## config.mk

```make
export PLATFORM = sky130hd
export DESIGN_NAME = issue_ctrl_flat
export DESIGN_NICKNAME = d
export VERILOG_FILES = /design/src/rtl/issue_pkg.sv /design/src/rtl/issue_ctrl_if.sv /design/src/rtl/issue_scoreboard.sv /design/src/rtl/issue_ctrl.sv /design/src/flat_wrapper.sv
export SDC_FILE = /design/constraint.sdc
export NUM_CORES = 1
export LEC_CHECK = 0
export ABC_AREA = 0
export CAP_MARGIN = 15
export CORE_MARGIN = 1.5
export CORE_UTILIZATION = 47
export CTS_CLUSTER_DIAMETER = 200
export DETAILED_ROUTE_END_ITERATION = 12
export GPL_TIMING_DRIVEN = 0
export HOLD_SLACK_MARGIN = 0.12
export PLACE_DENSITY = 0.68
export SETUP_SLACK_MARGIN = 0.5
export SKIP_CTS_REPAIR_TIMING = 1
export SYNTH_ARGS = -nofsm -noshare
export SYNTH_HDL_FRONTEND = slang
export SYNTH_HIERARCHICAL = 1
export SYNTH_SLANG_ARGS = --single-unit
```

## constraint.sdc

```tcl
create_clock -name clk -period 6.9 [get_ports clk]
set_clock_uncertainty 0.1 [all_clocks]
set_input_delay 0.69 -clock clk [delete_from_list [all_inputs] [get_ports clk]]
set_output_delay 0.69 -clock clk [all_outputs]
set_load 0.02 [all_outputs]
```

## src/rtl/issue_pkg.sv

```systemverilog
// Shared types for the issue controller: FSM state, memory-access codes and
// the architectural register index.
package issue_pkg;

  typedef logic [4:0] reg_idx_t;

  typedef enum logic [1:0] {
    RUN     = 2'd0,
    BR_WAIT = 2'd1,
    DRAIN   = 2'd2
  } state_t;

  // Memory-access codes, matching the decoder's encoding.
  localparam logic [1:0] MEM_NONE  = 2'd0;
  localparam logic [1:0] MEM_READ  = 2'd1;
  localparam logic [1:0] MEM_WRITE = 2'd2;

endpackage

```

## src/rtl/issue_ctrl_if.sv

```systemverilog
// Decode / execute / writeback signal bundle around the issue controller.
// The master side is the surrounding pipeline, the slave side is issue_ctrl.
interface issue_ctrl_if;
  import issue_pkg::*;

  logic       dec_valid;
  logic       dec_ready;
  reg_idx_t   dec_rs1;
  reg_idx_t   dec_rs2;
  reg_idx_t   dec_rd;
  logic       dec_use_rs1;
  logic       dec_use_rs2;
  logic       dec_reg_write;
  logic [1:0] dec_mem_access;
  logic       dec_ctrl_xfer;

  logic       ex_valid;
  logic       ex_ready;
  reg_idx_t   ex_rd;
  logic       ex_reg_write;
  logic [1:0] ex_mem_access;

  logic       wb_valid;
  reg_idx_t   wb_rd;
  logic       mem_done;
  logic       br_resolve;
  logic       flush;
  logic       err_underflow;

  modport master (
    output dec_valid, dec_rs1, dec_rs2, dec_rd, dec_use_rs1, dec_use_rs2,
           dec_reg_write, dec_mem_access, dec_ctrl_xfer,
           ex_ready, wb_valid, wb_rd, mem_done, br_resolve, flush,
    input  dec_ready, ex_valid, ex_rd, ex_reg_write, ex_mem_access, err_underflow
  );

  modport slave (
    input  dec_valid, dec_rs1, dec_rs2, dec_rd, dec_use_rs1, dec_use_rs2,
           dec_reg_write, dec_mem_access, dec_ctrl_xfer,
           ex_ready, wb_valid, wb_rd, mem_done, br_resolve, flush,
    output dec_ready, ex_valid, ex_rd, ex_reg_write, ex_mem_access, err_underflow
  );

endinterface

```

## src/rtl/issue_scoreboard.sv

```systemverilog
// Per-register pending-write counters with two combinational lookup ports.
// x0 is never tracked; a writeback to an idle register raises an underflow strobe.
module issue_scoreboard
  import issue_pkg::*;
#(
  parameter int CNT_W = 3
) (
  input  logic     clk,
  input  logic     reset,
  input  logic     inc_en,
  input  reg_idx_t inc_rd,
  input  logic     dec_en,
  input  reg_idx_t dec_rd,
  input  reg_idx_t lk1_rd,
  input  reg_idx_t lk2_rd,
  output logic     lk1_busy,
  output logic     lk2_busy,
  output logic     dec_ok,
  output logic     underflow
);

  localparam logic [CNT_W-1:0] CNT_MAX = '1;

  logic [CNT_W-1:0] pending [32];
  logic             inc_live;
  logic             dec_live;

  function automatic logic [CNT_W-1:0] sat_inc(input logic [CNT_W-1:0] v);
    return (v == CNT_MAX) ? v : v + CNT_W'(1);
  endfunction

  assign inc_live  = inc_en && (inc_rd != '0);
  assign dec_live  = dec_en && (dec_rd != '0);
  assign dec_ok    = dec_live && (pending[dec_rd] != '0);
  assign underflow = dec_live && (pending[dec_rd] == '0);
  assign lk1_busy  = (pending[lk1_rd] != '0);
  assign lk2_busy  = (pending[lk2_rd] != '0);

  always_ff @(posedge clk or negedge reset) begin
    if (!reset) begin
      for (int i = 0; i < 32; i++) pending[i] <= '0;
    end else begin
      // A simultaneous increment and decrement on one register cancel out.
      for (int i = 1; i < 32; i++) begin
        case ({inc_live && (inc_rd == reg_idx_t'(i)), dec_ok && (dec_rd == reg_idx_t'(i))})
          2'b10:   pending[i] <= sat_inc(pending[i]);
          2'b01:   pending[i] <= pending[i] - CNT_W'(1);
          default: ;
        endcase
      end
    end
  end

endmodule

```

## src/rtl/issue_ctrl.sv

```systemverilog
// In-order issue controller: one-entry issue register, RAW scoreboard, branch and
// memory-port stalls, flush drain. Define ISSUE_STATS_EN to add handoff/stall counters.
module issue_ctrl
  import issue_pkg::*;
#(
  parameter int MAX_INFLIGHT = 4,
  parameter int CNT_W        = 3
) (
  input logic         clk,
  input logic         reset,
  issue_ctrl_if.slave bus
`ifdef ISSUE_STATS_EN
  ,
  output logic [31:0] stat_issued,
  output logic [31:0] stat_stall
`endif
);

  state_t           state;
  logic             mem_busy;
  logic [CNT_W-1:0] inflight;
  logic             ex_ctrl_xfer;

  logic busy_rs1, busy_rs2;
  logic sb_dec_ok, sb_underflow;
  logic hazard, mem_conflict;
  logic accept, handoff, inc_cnt;

  function automatic logic src_hazard(input logic use_src, input reg_idx_t src,
                                      input logic busy, input logic held_valid,
                                      input logic held_write, input reg_idx_t held_rd);
    return use_src && (src != '0) &&
           (busy || (held_valid && held_write && (held_rd == src)));
  endfunction

  // The held instruction is not in the scoreboard yet, so it is checked directly.
  assign hazard = src_hazard(bus.dec_use_rs1, bus.dec_rs1, busy_rs1,
                             bus.ex_valid, bus.ex_reg_write, bus.ex_rd) ||
                  src_hazard(bus.dec_use_rs2, bus.dec_rs2, busy_rs2,
                             bus.ex_valid, bus.ex_reg_write, bus.ex_rd);

  assign mem_conflict = (bus.dec_mem_access != MEM_NONE) &&
                        (mem_busy || (bus.ex_valid && (bus.ex_mem_access != MEM_NONE)));

  assign bus.dec_ready = reset && (state == RUN) && !hazard && !bus.flush &&
                         (!bus.ex_valid || bus.ex_ready) &&
                         (inflight < CNT_W'(MAX_INFLIGHT)) && !mem_conflict;

  assign accept  = bus.dec_valid && bus.dec_ready;
  assign handoff = bus.ex_valid && bus.ex_ready && !bus.flush;
  assign inc_cnt = handoff && bus.ex_reg_write && (bus.ex_rd != '0);

  issue_scoreboard #(.CNT_W(CNT_W)) u_scoreboard (
    .clk       (clk),
    .reset     (reset),
    .inc_en    (handoff && bus.ex_reg_write),
    .inc_rd    (bus.ex_rd),
    .dec_en    (bus.wb_valid),
    .dec_rd    (bus.wb_rd),
    .lk1_rd    (bus.dec_rs1),
    .lk2_rd    (bus.dec_rs2),
    .lk1_busy  (busy_rs1),
    .lk2_busy  (busy_rs2),
    .dec_ok    (sb_dec_ok),
    .underflow (sb_underflow)
  );

  always_ff @(posedge clk or negedge reset) begin
    if (!reset) begin
      state             <= RUN;
      mem_busy          <= 1'b0;
      inflight          <= '0;
      ex_ctrl_xfer      <= 1'b0;
      bus.ex_valid      <= 1'b0;
      bus.ex_rd         <= '0;
      bus.ex_reg_write  <= 1'b0;
      bus.ex_mem_access <= MEM_NONE;
      bus.err_underflow <= 1'b0;
    end else begin
      case ({inc_cnt, sb_dec_ok})
        2'b10:   inflight <= inflight + CNT_W'(1);
        2'b01:   inflight <= inflight - CNT_W'(1);
        default: ;
      endcase

      if (handoff && (bus.ex_mem_access != MEM_NONE)) mem_busy <= 1'b1;
      else if (bus.mem_done)                          mem_busy <= 1'b0;

      if (sb_underflow) bus.err_underflow <= 1'b1;

      if (bus.flush)    bus.ex_valid <= 1'b0;
      else if (accept)  bus.ex_valid <= 1'b1;
      else if (handoff) bus.ex_valid <= 1'b0;

      if (accept) begin
        bus.ex_rd         <= bus.dec_rd;
        bus.ex_reg_write  <= bus.dec_reg_write;
        bus.ex_mem_access <= bus.dec_mem_access;
        ex_ctrl_xfer      <= bus.dec_ctrl_xfer;
      end

      // Flush overrides every other transition, including a branch resolve.
      if (bus.flush) begin
        state <= DRAIN;
      end else begin
        case (state)
          RUN, BR_WAIT: begin
            if (handoff && ex_ctrl_xfer)              state <= BR_WAIT;
            else if (state == BR_WAIT && bus.br_resolve) state <= RUN;
          end
          DRAIN:   if (!mem_busy) state <= RUN;
          default: state <= RUN;
        endcase
      end
    end
  end

`ifdef ISSUE_STATS_EN
  always_ff @(posedge clk or negedge reset) begin
    if (!reset) begin
      stat_issued <= '0;
      stat_stall  <= '0;
    end else begin
      if (handoff)                          stat_issued <= stat_issued + 32'd1;
      if (bus.dec_valid && !bus.dec_ready)  stat_stall  <= stat_stall + 32'd1;
    end
  end
`endif

endmodule

```

## src/flat_wrapper.sv

```systemverilog
// flat-port wrapper written by rule: the top's interface ports become plain ports
module issue_ctrl_flat import issue_pkg::*;
#(
  parameter int MAX_INFLIGHT = 4,
  parameter int CNT_W        = 3
)
  (clk, reset, bus_dec_valid, bus_dec_rs1, bus_dec_rs2, bus_dec_rd, bus_dec_use_rs1, bus_dec_use_rs2, bus_dec_reg_write, bus_dec_mem_access, bus_dec_ctrl_xfer, bus_ex_ready, bus_wb_valid, bus_wb_rd, bus_mem_done, bus_br_resolve, bus_flush, bus_dec_ready, bus_ex_valid, bus_ex_rd, bus_ex_reg_write, bus_ex_mem_access, bus_err_underflow);
  issue_ctrl_if bus_i ();
  input logic clk;
  input logic reset;
  input wire logic [$bits(bus_i.dec_valid)-1:0] bus_dec_valid;
  input wire logic [$bits(bus_i.dec_rs1)-1:0] bus_dec_rs1;
  input wire logic [$bits(bus_i.dec_rs2)-1:0] bus_dec_rs2;
  input wire logic [$bits(bus_i.dec_rd)-1:0] bus_dec_rd;
  input wire logic [$bits(bus_i.dec_use_rs1)-1:0] bus_dec_use_rs1;
  input wire logic [$bits(bus_i.dec_use_rs2)-1:0] bus_dec_use_rs2;
  input wire logic [$bits(bus_i.dec_reg_write)-1:0] bus_dec_reg_write;
  input wire logic [$bits(bus_i.dec_mem_access)-1:0] bus_dec_mem_access;
  input wire logic [$bits(bus_i.dec_ctrl_xfer)-1:0] bus_dec_ctrl_xfer;
  input wire logic [$bits(bus_i.ex_ready)-1:0] bus_ex_ready;
  input wire logic [$bits(bus_i.wb_valid)-1:0] bus_wb_valid;
  input wire logic [$bits(bus_i.wb_rd)-1:0] bus_wb_rd;
  input wire logic [$bits(bus_i.mem_done)-1:0] bus_mem_done;
  input wire logic [$bits(bus_i.br_resolve)-1:0] bus_br_resolve;
  input wire logic [$bits(bus_i.flush)-1:0] bus_flush;
  output wire logic [$bits(bus_i.dec_ready)-1:0] bus_dec_ready;
  output wire logic [$bits(bus_i.ex_valid)-1:0] bus_ex_valid;
  output wire logic [$bits(bus_i.ex_rd)-1:0] bus_ex_rd;
  output wire logic [$bits(bus_i.ex_reg_write)-1:0] bus_ex_reg_write;
  output wire logic [$bits(bus_i.ex_mem_access)-1:0] bus_ex_mem_access;
  output wire logic [$bits(bus_i.err_underflow)-1:0] bus_err_underflow;
  assign bus_i.dec_valid = bus_dec_valid;
  assign bus_i.dec_rs1 = bus_dec_rs1;
  assign bus_i.dec_rs2 = bus_dec_rs2;
  assign bus_i.dec_rd = bus_dec_rd;
  assign bus_i.dec_use_rs1 = bus_dec_use_rs1;
  assign bus_i.dec_use_rs2 = bus_dec_use_rs2;
  assign bus_i.dec_reg_write = bus_dec_reg_write;
  assign bus_i.dec_mem_access = bus_dec_mem_access;
  assign bus_i.dec_ctrl_xfer = bus_dec_ctrl_xfer;
  assign bus_i.ex_ready = bus_ex_ready;
  assign bus_i.wb_valid = bus_wb_valid;
  assign bus_i.wb_rd = bus_wb_rd;
  assign bus_i.mem_done = bus_mem_done;
  assign bus_i.br_resolve = bus_br_resolve;
  assign bus_i.flush = bus_flush;
  assign bus_dec_ready = bus_i.dec_ready;
  assign bus_ex_valid = bus_i.ex_valid;
  assign bus_ex_rd = bus_i.ex_rd;
  assign bus_ex_reg_write = bus_i.ex_reg_write;
  assign bus_ex_mem_access = bus_i.ex_mem_access;
  assign bus_err_underflow = bus_i.err_underflow;
  issue_ctrl #(.MAX_INFLIGHT(MAX_INFLIGHT), .CNT_W(CNT_W)) u_core (.clk(clk), .reset(reset), .bus(bus_i));
endmodule
```

## After elaboration in Yosys (flattened, before gate mapping)

Cells that the tools add are included.

| word-level totals | value |
|---|---|
| register bits after elaboration | 110 |
| input bits | 34 |
| output and inout bits | 11 |
| word-level logic and storage cells | 562 |

| operators by class | value |
|---|---|
| add/sub/neg operators | 64 |
| order comparisons | 4 |
| equality and inequality tests | 194 |
| multiplexer cells | 82 |
| bitwise gates (word level) | 3 |
| reductions and logical operators | 175 |

Operator list:

| kind | count |
|---|---|
| 3-bit one-hot mux with 2 select lines | 32 |
| 5-bit == test (second input constant) | 32 |
| 3-bit two-way mux | 37 |
| 3-bit by 1-bit adder with 3-bit output (second input constant) | 32 |
| 3-bit by 1-bit subtractor with 3-bit output (second input constant) | 32 |
| 3-bit == test (second input constant) | 31 |
| 1-bit logical AND | 88 |
| 5-bit by 4-bit == test with 1-bit output (second input constant) | 16 |
| 2-bit nonzero test | 35 |
| 2-bit by 1-bit == test with 1-bit output (second input constant) | 33 |
| 2-bit == test (second input constant) | 33 |
| 2-bit AND reduction | 32 |
| 2-bit != test (second input constant) | 31 |
| 3-bit binary-select mux with 5-bit select | 3 |
| 5-bit by 3-bit == test with 1-bit output (second input constant) | 8 |
| 5-bit by 2-bit == test with 1-bit output (second input constant) | 4 |
| 5-bit nonzero test | 4 |
| 6-bit >= comparator (second input constant) | 3 |
| 5-bit inverter with 6-bit output | 3 |
| 3-bit nonzero test | 4 |
| 5-bit by 1-bit == test with 1-bit output (second input constant) | 2 |
| 5-bit == test | 2 |
| 2-bit two-way mux | 4 |
| 1-bit logical OR | 5 |
| 9 further kinds | 16 |

## Depth between registers and ports, before layout

Gate-level depths: netlist of the first run.

| depth | value |
|---|---|
| depth after elaboration | 17 |
| mapped depth | 17 |
| gate-level depth less buffers | 12 |

## Hierarchy

Netlist of the first run, hierarchy kept.

Modules (own cells, without submodules):

| module | times used | cells an instance | area an instance (um^2) | sequential area each (um^2) |
|---|---|---|---|---|
| issue_scoreboard | 1 | 1123 | 9046.2 | 2327.2 |
| issue_ctrl | 1 | 80 | 955.9 | 425.4 |

## Worst setup path before layout of the first run

OpenSTA, ideal clock, no wires.

| timing path | value |
|---|---|
| kind | input -> register |
| start point | input port bus_wb_rd[0] |
| end point | register u_core/u_scoreboard/pending[73] in the netlist's numbering |
| library setup time | 99 ps |
| arrival | 3746 ps |
| required time | 6701 ps |
| path slack | 2955 ps |
| stages on the path | 14 |
| path buffers | 5 |
| path through | buf_6 -> buf_4 -> buf_2 -> mux4_2 -> o221ai_4 -> buf_4 -> nor2_1 -> nor2b_1 -> clkbuf_1 -> nand3_1 -> fa_1 -> a21boi_0 -> a32o_1 -> a311oi_1 |

| on the way | value |
|---|---|
| cells in the longest elaborated chain, start to end | 10 |
| elaborated cells on any way between the ends | 16 |
| classes of those cells | eq/ne (4); mux (4); bitwise (1); reduce/logical (7) |

Ends and longest elaborated chain:

| item | line | RTL |
|---|---|---|
| start, declared | flat_wrapper.sv:22 | `input wire logic [$bits(bus_i.wb_rd)-1:0] bus_wb_rd;` |
| 5-bit inverter with 6-bit output (implied by the code) | issue_scoreboard.sv:34 | `assign dec_ok = dec_live && (pending[dec_rd] != '0);` |
| 3-bit binary-select mux with 5-bit select | issue_scoreboard.sv:34 |  |
| 3-bit two-way mux (implied by the code) (2 in series) | issue_scoreboard.sv:34 |  |
| 3-bit nonzero test | issue_scoreboard.sv:34 |  |
| 1-bit logical AND | issue_scoreboard.sv:34 |  |
| 1-bit logical AND (*) | issue_scoreboard.sv:45 | `case ({inc_live && (inc_rd == reg_idx_t'(i)), dec_ok && (dec_rd == reg_idx_t'(i))})` |
| 2-bit == test or 2-bit by 1-bit == test with 1-bit output (tied branches) | issue_scoreboard.sv:45 |  |
| 2-bit != test (no source line) or 2-bit nonzero test (tied branches) | n/a |  |
| 2-bit AND reduction (no source line) | n/a |  |
| end signal, assigned by index | issue_scoreboard.sv:46 | `2'b10: pending[i] <= sat_inc(pending[i]);` |
| end signal, assigned by index | issue_scoreboard.sv:47 | `2'b01: pending[i] <= pending[i] - CNT_W'(1);` |
| end, declared | issue_scoreboard.sv:24 | `logic [CNT_W-1:0] pending [32];` |

Every way passes the cells marked *; elsewhere a longest branch is shown, timed or not. The select of a mux whose other input is x is not followed.
A chain may end at the register's enable or synchronous reset.

## Worst setup path after layout of the first run

| timing path | value |
|---|---|
| start point | input port bus_dec_rs1[0] |
| end point | output port bus_dec_ready |

| on the way | value |
|---|---|
| cells in the longest elaborated chain, start to end | 14 |
| elaborated cells on any way between the ends | 18 |
| classes of those cells | eq/ne (1); mux (3); bitwise (1); reduce/logical (13) |

Ends and longest elaborated chain:

| item | line | RTL |
|---|---|---|
| start, declared | flat_wrapper.sv:12 | `input wire logic [$bits(bus_i.dec_rs1)-1:0] bus_dec_rs1;` |
| 5-bit inverter with 6-bit output (implied by the code) | issue_scoreboard.sv:36 | `assign lk1_busy = (pending[lk1_rd] != '0);` |
| 3-bit binary-select mux with 5-bit select | issue_scoreboard.sv:36 |  |
| 3-bit two-way mux (implied by the code) (2 in series) | issue_scoreboard.sv:36 |  |
| 3-bit nonzero test | issue_scoreboard.sv:36 |  |
| via u_core.busy_rs1 | issue_ctrl.sv:24 | `logic busy_rs1, busy_rs2;` |
| 1-bit logical OR | issue_ctrl.sv:33 | `(busy \|\| (held_valid && held_write && (held_rd == src)));` |
| 1-bit logical AND | issue_ctrl.sv:32 | `return use_src && (src != '0) &&` |
| 1-bit logical OR | issue_ctrl.sv:38 | `bus.ex_valid, bus.ex_reg_write, bus.ex_rd) \|\|` |
| 1-bit logical NOT | issue_ctrl.sv:45 | `assign bus.dec_ready = reset && (state == RUN) && !hazard && !bus.flush &&` |
| 1-bit logical AND (3 in series) | issue_ctrl.sv:45 |  |
| 1-bit logical AND | issue_ctrl.sv:46 | `(!bus.ex_valid \|\| bus.ex_ready) &&` |
| 1-bit logical AND | issue_ctrl.sv:47 | `(inflight < CNT_W'(MAX_INFLIGHT)) && !mem_conflict;` |
| end, declared | flat_wrapper.sv:26 | `output wire logic [$bits(bus_i.dec_ready)-1:0] bus_dec_ready;` |

The timed path passes the listed nets, and every way through them passes these cells. The select of a mux whose other input is x is not followed.

==> summary.txt, run 1 <==
Die height -> 149 um
DR pass1 iterations -> 6
Routability congestion estimate -> 0.906
Worst-Skew Late Latency -> 0.36 ns
Row cnt -> 53
Total congestion overflow -> 0
EDFF count, synth -> 0
Post-Syn Area -> 10000 um^2
Final setup fails -> 0
Core area -> 21000 um^2
RSZ-0062 raised after global routing -> false
H-tree Lvls -> 3
Drt wl/cell -> 18.0 um
#FFs+latches synth -> 110
DIE WIDTH -> 149 um
Worst VDD drop -> 0.176 mV
TNS Setup -> 0 ns
Slew HR -> 0.336
Initial Utilization -> 0.477
Die area -> 22200 um^2
CTS Buf Count -> 9
Vias/cell -> 6.01
First-pass GRT wire length -> 44.0 mm
Critical path required time -> 6.11 ns
Fin nets -> 1322
Tmin final -> 4.74 ns
Top FF cell, synth -> dfrtp_1
CP Capture Type -> primary output
IO buf count -> 40
MaxCap Viol Count -> 0
Worst EP arrival -> 3.95 ns
Startpoint Class -> input pin
Most common cell after layout, fill and taps aside -> nand2_1
Worst slew pin tran -> 0.988 ns
Layout overhead on the synthesized area -> 10.7%
Lkg Pwr -> 4.47 nW
Part of the cycle the worst path needs -> 0.688
Layout cells sized above 1 -> 0.0937
DR iter-0 viols -> 971
Drt total wl -> 27.5 mm
Fmax -> 211 MHz
I/O pin cnt -> 45
Unique masters post-synth -> 81
Power Density -> 281 nW/um^2
Fin. Hold Viols -> 0
Post-DP HPWL -> 20.6 mm
Async SR Flop Fraction -> 1.00
Max Slew Vio Count -> 0
Syn Nets -> 1270
Post-route core utilization -> 0.528
Largest net degree at the start of global routing -> 71
Clk buf depth -> 2
ANT nets after route -> 0
Worst Hold Class -> input pin to async pin
Crit path max fanout -> 9
Avg Inst Size Synth -> 8.31 um^2
Clock slew at reported path FFs -> 0.07 ns
DRC violations left -> 0
Most frequent cells in the layout -> nand2_1, nor2_1, dfrtp_1
Antenna cell count -> 0
Sink Count -> 110
Outcome -> complete, no violations
Sequential-to-total area share from yosys stat -> 0.275
Vias in the first global route -> 8333
CTS root buffer -> clkbuf_16
Setup Crit Path Kind -> input pin to primary output
Tot GR Track Use -> 0.253
Initial antenna violation count -> 0
Vias -> 9226
Hold WS -> 0.152 ns
R2r worst-path depth -> 12
TritonCTS clock tree -> done
Post-Syn Instances -> 1203
Syn. warnings -> 12
-- logic make-up (layout without fill, tap and decap cells) --
kind of cell / Yosys count / count (layout) / synth area share
AOI/OAI and AO/OA: 337 / 337 / 0.227
xor gates and xnor gates: 44 / 44 / 0.0385
adders and majority gates: 33 / 33 / 0.0653
buffers and inverters: 133 / 189 / 0.0544
DFF: 110 / 110 / 0.275
muxes: 85 / 85 / 0.120
and+or+nand+nor: 461 / 461 / 0.220
-- state kept, by name, summed over array words and instances (netlist names), 2 cells and up --
signal,count
u_core/bus.ex_rd,5
u_core/u_scoreboard/pending,93
u_core/state,2
u_core/bus.ex_mem_access,2
u_core/inflight,3
-- cell type report --
type	count	area, um^2
Buffer	54	248
Multi-Input combinational cell	960	6710
Inverter	79	297
Sequential cell	110	2750
Clock inverter	5	60.1
Tap cell	275	344
Timing Repair Buffer	41	429
Fill cell	2045	9880
Clock buffer	10	239
-- synthesized netlist by cell type (11+ instances only) --
cell type	n	area [um^2]
dfrtp_1	110	2750
nor2b_1	15	93.8
o221ai_1	11	96.3
a21o_1	15	113
mux2_2	14	158
o211ai_1	29	218
or2_2	22	138
a211oi_1	26	195
xnor2_1	33	289
fa_1	32	641
nor3_1	44	220
nand3_1	44	220
inv_1	79	297
mux4_2	20	450
xor2_1	11	96.3
o21ai_0	62	310
o21a_1	15	113
clkbuf_1	41	154
and3_1	13	81.3
mux2i_1	40	400
nand2_1	142	533
a21oi_1	98	490
nand2b_1	15	93.8
nor2_1	120	450
-- worst max-delay path: stages --
cell             delay (ns)
clkdlybuf4s50_1        0.53
clkbuf_1               0.55
mux4_2                 0.62
mux4_2                 0.49
a21oi_1                0.21
a41oi_1                0.08
o22ai_1                0.19
nor2_1                 0.06
clkdlybuf4s50_1        0.53
-- through the flow --
step	instances	cell area [um^2]	setup WS [ns]	power [mW]
floorplan	1203	10000	2.95	2.14
detailed placement	1519	10800	2.17	2.55
global route	1534	11100	2.00	3.35
global placement	1518	10700	-0.763	2.50
CTS	1534	11100	2.16	3.11
finish	1534	11100	2.16	3.11
-- metal layers --
| metal | GRT usage | wire (um) |
|---|---|---|
| met4 | 0.0936 | 769 |
| met2 | 0.396 | 12700 |
| met5 | 0 | 0 |
| met1 | 0.345 | 12200 |
| met3 | 0.0538 | 1880 |
-- worst paths after layout --
check | startpoint | endpoint | slack [ns]
max reg2reg | u_core/u_scoreboard/pending[49] | u_core/u_scoreboard/pending[73] | 2.90
min reg2reg | u_core/bus.err_underflow | u_core/bus.err_underflow | 0.37
max | bus_dec_rs1[0] | bus_dec_ready | 2.16
min in group clk | u_core/bus.err_underflow | u_core/bus.err_underflow | 0.37
min | reset | u_core/u_scoreboard/pending[47] | 0.15
max in group asynchronous | reset | u_core/u_scoreboard/pending[90] | 5.82
-- power breakdown --
| part | switching (mW) | internal [mW] |
|---|---|---|
| sequential | 0.272 | 0.836 |
| clock | 0.261 | 0.290 |
| combinational | 0.811 | 0.644 |
| total | 1.34 | 1.77 |
Power figures use the tool's default switching activity.
==> inputs of run 2 (changes only) <==
PLACE_DENSITY = 0.7   (was 0.68)
clock period = 4.3 ns   (was 6.9 ns; I/O delays follow)
==> run 2 against run 1 <==
Against the previous run:
- cell count increased by 0.46%
- power grew 59%
- non-clock buffer count grew 6
- global-route usage is 0.18 points higher
- first-iteration DRC count shrank 7.5%
- register-to-register slack lost 2.2 ns
- die area unchanged
- worst hold slack gained 0.20 ns
- worst setup slack got worse by 1.7 ns
- critical path depth stayed put
- critical endpoint unchanged
==> summary.txt, run 2 (synthesis results as in run 1) <==
Hold Path Origin -> u_core/state[1]
Vias in the first global route -> 8715 (+4.6%)
Largest net degree at the start of global routing -> 79 (+11%)
Total congestion overflow -> 0 (unchanged)
H-tree Lvls -> 3 (unchanged)
Most flops, register -> u_core/u_scoreboard/pending
First-pass GRT wire length -> 44.8 mm (+1.9%)
Outcome -> complete, no violations
Tot GR Track Use -> 0.255 (+0.00179)
WL met2 -> 12.6 mm (-0.57%)
Met3 wire len -> 1.97 mm (+5.0%)
Initial antenna violation count -> 0 (unchanged)
DIE WIDTH -> 149 um (unchanged)
Lkg Pwr -> 4.54 nW (+1.5%)
CTS root buffer -> clkbuf_16
Crit-path slowest cell -> mux4_2
Hold-critical path endpoint -> u_core/state[0]
Clock slew at reported path FFs -> 0.07 ns (about the same)
Most frequent cells in the layout -> nand2_1, nor2_1, dfrtp_1
Worst Hold Class -> register to register
Hold Path Stages -> 1
Worst slew pin tran -> 0.942 ns (-0.0465 ns)
Vias -> 9309 (+0.90%)
Reg2reg end -> u_core/u_scoreboard/pending[44]
Non-Filler Instances -> 1541 (+0.46%)
Post-DP HPWL -> 20.6 mm (about the same)
# fillers -> 1988 (-2.8%)
Die height -> 149 um (unchanged)
Worst path cell trace -> clkdlybuf4s50_1 -> buf_4 -> mux4_2 -> mux4_2 -> a21oi_1 -> a41oi_1 -> o22ai_1 -> nor2_1 -> clkdlybuf4s50_1
Die area -> 22200 um^2 (unchanged)
ANT nets after route -> 0 (unchanged)
Tmin final -> 3.80 ns
WP buf/inv -> 3 (unchanged)
IO buf count -> 40 (unchanged)
Layout cells sized above 1 -> 0.111 (+0.0176)
Vias/cell -> 6.04 (+0.44%)
Worst-Skew Late Latency -> 0.37 ns (about the same)
CTS Buf Count -> 9 (unchanged)
Critical path required time -> 3.77 ns (-2.34 ns)
Startpoint Class -> input pin
FF+latch area -> 2750 um^2 (unchanged)
Clk buf depth -> 2 (unchanged)
Max Used Layer -> met4
FF-to-FF setup slack -> 0.70 ns (-2.20 ns)
Placed cell count -> 1519 (unchanged)
Largest register FFs -> 93 (unchanged)
Worst R2R Start -> u_core/u_scoreboard/pending[45]
Drt wl/cell -> 17.6 um (-1.7%)
Most common cell after layout, fill and taps aside -> nand2_1
Crit path max fanout -> 9 (unchanged)
Worst EP arrival -> 3.27 ns (-0.68 ns)
Post-Layout Inst Area -> 11200 um^2 (+1.0%)
Power Density -> 441 nW/um^2 (+57%)
Max incr delay on CP -> 0.55 ns (-0.07 ns)
Fin nets -> 1328 (+0.45%)
Initial Utilization -> 0.477 (unchanged)
I/O pin cnt -> 45 (unchanged)
Sink Count -> 110 (unchanged)
Max Slew Vio Count -> 0 (unchanged)
Final setup fails -> 0 (unchanged)
Part of the cycle the worst path needs -> 0.884
Routability congestion estimate -> 0.926 (+2.1%)
DR iter-0 viols -> 898 (-7.5%)
Row cnt -> 53 (unchanged)
TritonCTS clock tree -> done
Fin. Hold Viols -> 0 (unchanged)
Slew HR -> 0.367 (+0.0313)
Family with the most delay on the worst path -> buffers and inverters
CP Capture Type -> primary output
Worst VDD drop -> 0.219 mV (+25%)
Top Registers -> u_core/u_scoreboard/pending x93, u_core/bus.ex_rd x5, u_core/inflight x3
DR pass1 iterations -> 8 (+2)
Multi-input gate area -> 6770 um^2 (+0.99%)
MaxCap Viol Count -> 0 (unchanged)
RSZ-0062 raised after global routing -> true
Core area -> 21000 um^2 (unchanged)
Setup Crit Path Kind -> input pin to primary output
Layout overhead on the synthesized area -> 11.9%
Drt total wl -> 27.2 mm (-1.2%)
Fmax -> 263 MHz
Post-DP Area -> 10800 um^2 (unchanged)
Antenna cell count -> 0 (unchanged)
M1 wire length -> 11.8 mm (-3.5%)
DRC violations left -> 0 (unchanged)
R2r worst-path depth -> 13 (+1)
## run 2: cell count changes in the layout (fill, tap and decap cells not counted), moves of 2 or more
cell      change
nor2_2        +2
buf_4         +5
nor3_1        -2
nor2_1        -3
a211oi_1      -2
nor3_2        +2
clkbuf_1      -8
clkbuf_2     +10
## run 2: worst reg2reg max path, stage by stage, from the launching register on
cell	delay, ns
dfrtp_1	0.33
clkbuf_1	0.25
nor3_1	0.15
mux4_2	0.50
o21ai_1	0.28
nor4_4	0.14
buf_4	0.19
nor2_2	0.22
nand2_1	0.12
fa_1	0.45
a2111oi_0	0.33
a21oi_1	0.08
a31o_2	0.23
o311a_1	0.12
## run 2: per-layer routing
metal | vias to the layer above | track usage
li1 | 4442 | -
met1 | 4523 | 0.343
met2 | 290 | 0.413
met3 | 54 | 0.0465
met4 | 0 | 0.0896
met5 | - | 0
## run 2: how the worst max path moves through the flow
stage	start	end	cells past startpoint
after floorplan	bus_wb_rd[0]	u_core/u_scoreboard/pending[73]	14
after global placement	reset	bus_dec_ready	6
after detailed placement	bus_wb_rd[1]	u_core/u_scoreboard/pending[73]	15
after CTS	bus_dec_rs1[0]	bus_dec_ready	9
after global routing	bus_dec_rs2[2]	bus_dec_ready	12
final	bus_dec_rs1[0]	bus_dec_ready	9
## run 2: power by group
part           leakage (nW)  internal (mW)  total [mW]  switching [mW]
Sequential             1.30           1.34        1.77           0.432
Clock                 0.122          0.395       0.809           0.414
Combinational          3.11           1.06        2.36            1.30
Total                  4.54           2.79        4.94            2.15
## run 2: final cells by class
cell class,count,share of cell area
Multi-Input combinational cell,960,0.605
Sequential cell,110,0.246
Timing Repair Buffer,47,0.0437
Tap cell,275,0.0308
Inverter,79,0.0265
Buffer,54,0.0238
Clock buffer,11,0.0208
Clock inverter,5,0.00324
## run 2: per-stage QoR
step / hold WS [ns] / util / setup slack [ns] / total power [mW] / TNS (ns)
finish: 0.354 / 0.534 / 0.498 / 4.94 / 0
global route: 0.369 / 0.534 / 0.355 / 5.35 / 0
CTS: -0.143 / 0.527 / 0.0976 / 4.91 / 0
detailed placement: 0.257 / 0.514 / -0.107 / 4.08 / -0.107
global placement: 0.347 / 0.513 / -2.80 / 3.99 / -258.08
floorplan: 0.0344 / - / 0.615 / 3.43 / 0
==> inputs of run 3 (changes only) <==
REMOVE_ABC_BUFFERS = 1   (was default)
==> run 3 against run 2 <==
Against the previous run:
- sequential share of layout area grew 0.34 points
- clock power grew 4.7%
- power shrank 0.42%
==> summary.txt, run 3 (synthesis results as in run 1) <==
Post-Layout Inst Area -> 11000 um^2 (-1.4%)
Hold Path Origin -> u_core/state[1]
Tot GR Track Use -> 0.251 (-0.00450)
DR iter-0 viols -> 812 (-9.6%)
Initial antenna violation count -> 0 (unchanged)
Reg2reg end -> u_core/u_scoreboard/pending[65]
Layout cells sized above 1 -> 0.103 (-0.00875)
CP startpoint -> u_core/u_scoreboard/pending[62]
Slew HR -> 0.305 (-0.0618)
Clk buf depth -> 2 (unchanged)
DR pass1 iterations -> 7 (-1)
Sink Count -> 110 (unchanged)
DIE WIDTH -> 149 um (unchanged)
Vias/cell -> 6.20 (+2.7%)
Routability congestion estimate -> 0.949 (+2.5%)
Vias -> 9262 (-0.50%)
Final setup fails -> 0 (unchanged)
Die height -> 149 um (unchanged)
Fmax -> 273 MHz (+3.9%)
CTS root buffer -> clkbuf_16
IO buf count -> 44 (+10%)
Worst slew pin tran -> 1.04 ns (+0.0952 ns)
MaxCap Viol Count -> 0 (unchanged)
Hold-critical path endpoint -> u_core/state[0]
Drt total wl -> 27.3 mm (+0.26%)
Worst R2R Start -> u_core/u_scoreboard/pending[62]
Top Registers -> u_core/u_scoreboard/pending x93, u_core/bus.ex_rd x5, u_core/inflight x3
TNS Setup -> 0 ns (unchanged)
Most flops, register -> u_core/u_scoreboard/pending
Outcome -> complete, no violations
Lkg Pwr -> 4.52 nW (-0.31%)
Initial Utilization -> 0.477 (unchanged)
Vias in the first global route -> 8562 (-1.8%)
RSZ-0062 raised after global routing -> false
DRC violations left -> 0 (unchanged)
Worst Hold Class -> register to register
Fin nets -> 1281 (-3.5%)
Hold Path Stages -> 1 (unchanged)
ANT nets after route -> 0 (unchanged)
Fin. Hold Viols -> 0 (unchanged)
Setup Crit Path Kind -> register to primary output
Critical path required time -> 3.77 ns (about the same)
H-tree Lvls -> 3 (unchanged)
First-pass GRT wire length -> 44.0 mm (-1.8%)
FF-to-FF setup slack -> 0.69 ns (about the same)
CP Capture Type -> primary output
I/O pin cnt -> 45 (unchanged)
Most frequent cells in the layout -> nand2_1, nor2_1, dfrtp_1
Largest net degree at the start of global routing -> 66 (-16%)
Die area -> 22200 um^2 (unchanged)
Max Slew Vio Count -> 0 (unchanged)
Crit path max fanout -> 7 (-2)
TritonCTS clock tree -> done
Drt wl/cell -> 18.3 um (+3.5%)
Worst VDD drop -> 0.196 mV (-10%)
Tmin final -> 3.66 ns (-0.142 ns)
Startpoint Class -> register
Part of the cycle the worst path needs -> 0.851 (-0.0331)
# fillers -> 1991 (+0.15%)
CTS Buf Count -> 9 (unchanged)
Layout overhead on the synthesized area -> 10.3%
Post-DP Area -> 10600 um^2 (-1.4%)
Row cnt -> 53 (unchanged)
Largest register FFs -> 93 (unchanged)
Antenna cell count -> 0 (unchanged)
Clock slew at reported path FFs -> 0.07 ns (about the same)
Post-DP HPWL -> 19.9 mm (-2.9%)
Worst-Skew Late Latency -> 0.37 ns (about the same)
R2r worst-path depth -> 10 (-3)
Power Density -> 446 nW/um^2 (+0.96%)
Core area -> 21000 um^2 (unchanged)
Total congestion overflow -> 0 (unchanged)
Worst EP arrival -> 3.13 ns (-0.14 ns)
Most common cell after layout, fill and taps aside -> nand2_1
-- run 3: cell count changes in the layout (fill, tap and decap cells not counted), sizes merged --
cell and delta:
clkinvlp -2, clkinv -1, clkdlybuf4s50 -5, clkbuf -39
buf -8, dlymetal6s2s +7
-- run 3: layer usage --
layer  wire (um)  global-route usage
met1       11800               0.337
met2       12500               0.391
met3        1920              0.0486
met4         995               0.115
met5           0                   0
-- run 3: where the power goes --
part	internal, mW	switching (mW)	total, mW
sequential	1.34	0.557	1.90
clock	0.440	0.407	0.847
combinational	1.02	1.16	2.17
total	2.80	2.12	4.92
-- run 3: critical path, cell delays in order, from the launching register on --
cell and delay (ns):
dfrtp_1 0.45, nor3_1 0.45, mux4_2 0.34, a21oi_1 0.08, a211oi_1 0.32, a21oi_1 0.09, a41oi_1 0.21, o22ai_1 0.11
nor2_1 0.10, clkdlybuf4s50_1 0.60
-- run 3: per-stage QoR --
stage | std cells | util | setup slack (ns) | power (mW) | hold slack, ns
floorplan | 1149 | - | 0.788 | 3.37 | 0.0344
global placement | 1468 | 0.503 | -2.86 | 3.93 | 0.336
detailed placement | 1472 | 0.507 | -1.06 | 4.02 | 0.294
CTS | 1487 | 0.521 | -0.693 | 4.89 | -0.0998
global route | 1493 | 0.527 | 0.513 | 5.30 | 0.358
finish | 1493 | 0.527 | 0.641 | 4.92 | 0.335
-- run 3: how the worst max path moves through the flow --
stage	slack [ns]	endpoint	depth (start not counted)
after floorplan	0.79	u_core/u_scoreboard/pending[41]	10
after global placement	-2.86	u_core/bus.ex_mem_access[0]	6
after detailed placement	-1.06	u_core/u_scoreboard/pending[73]	12
after CTS	-0.69	u_core/u_scoreboard/pending[73]	12
after global routing	0.51	bus_dec_ready	9
final	0.64	bus_dec_ready	9
-- run 3: final cells by class --
cell class	instances	area, um^2	area share
Tap cell	275	344	0.0312
Timing Repair Buffer	54	601	0.0544
Inverter	79	297	0.0269
Clock buffer	13	270	0.0245
Multi-Input combinational cell	960	6760	0.612
Clock inverter	2	16.3	0.00147
Sequential cell	110	2750	0.249
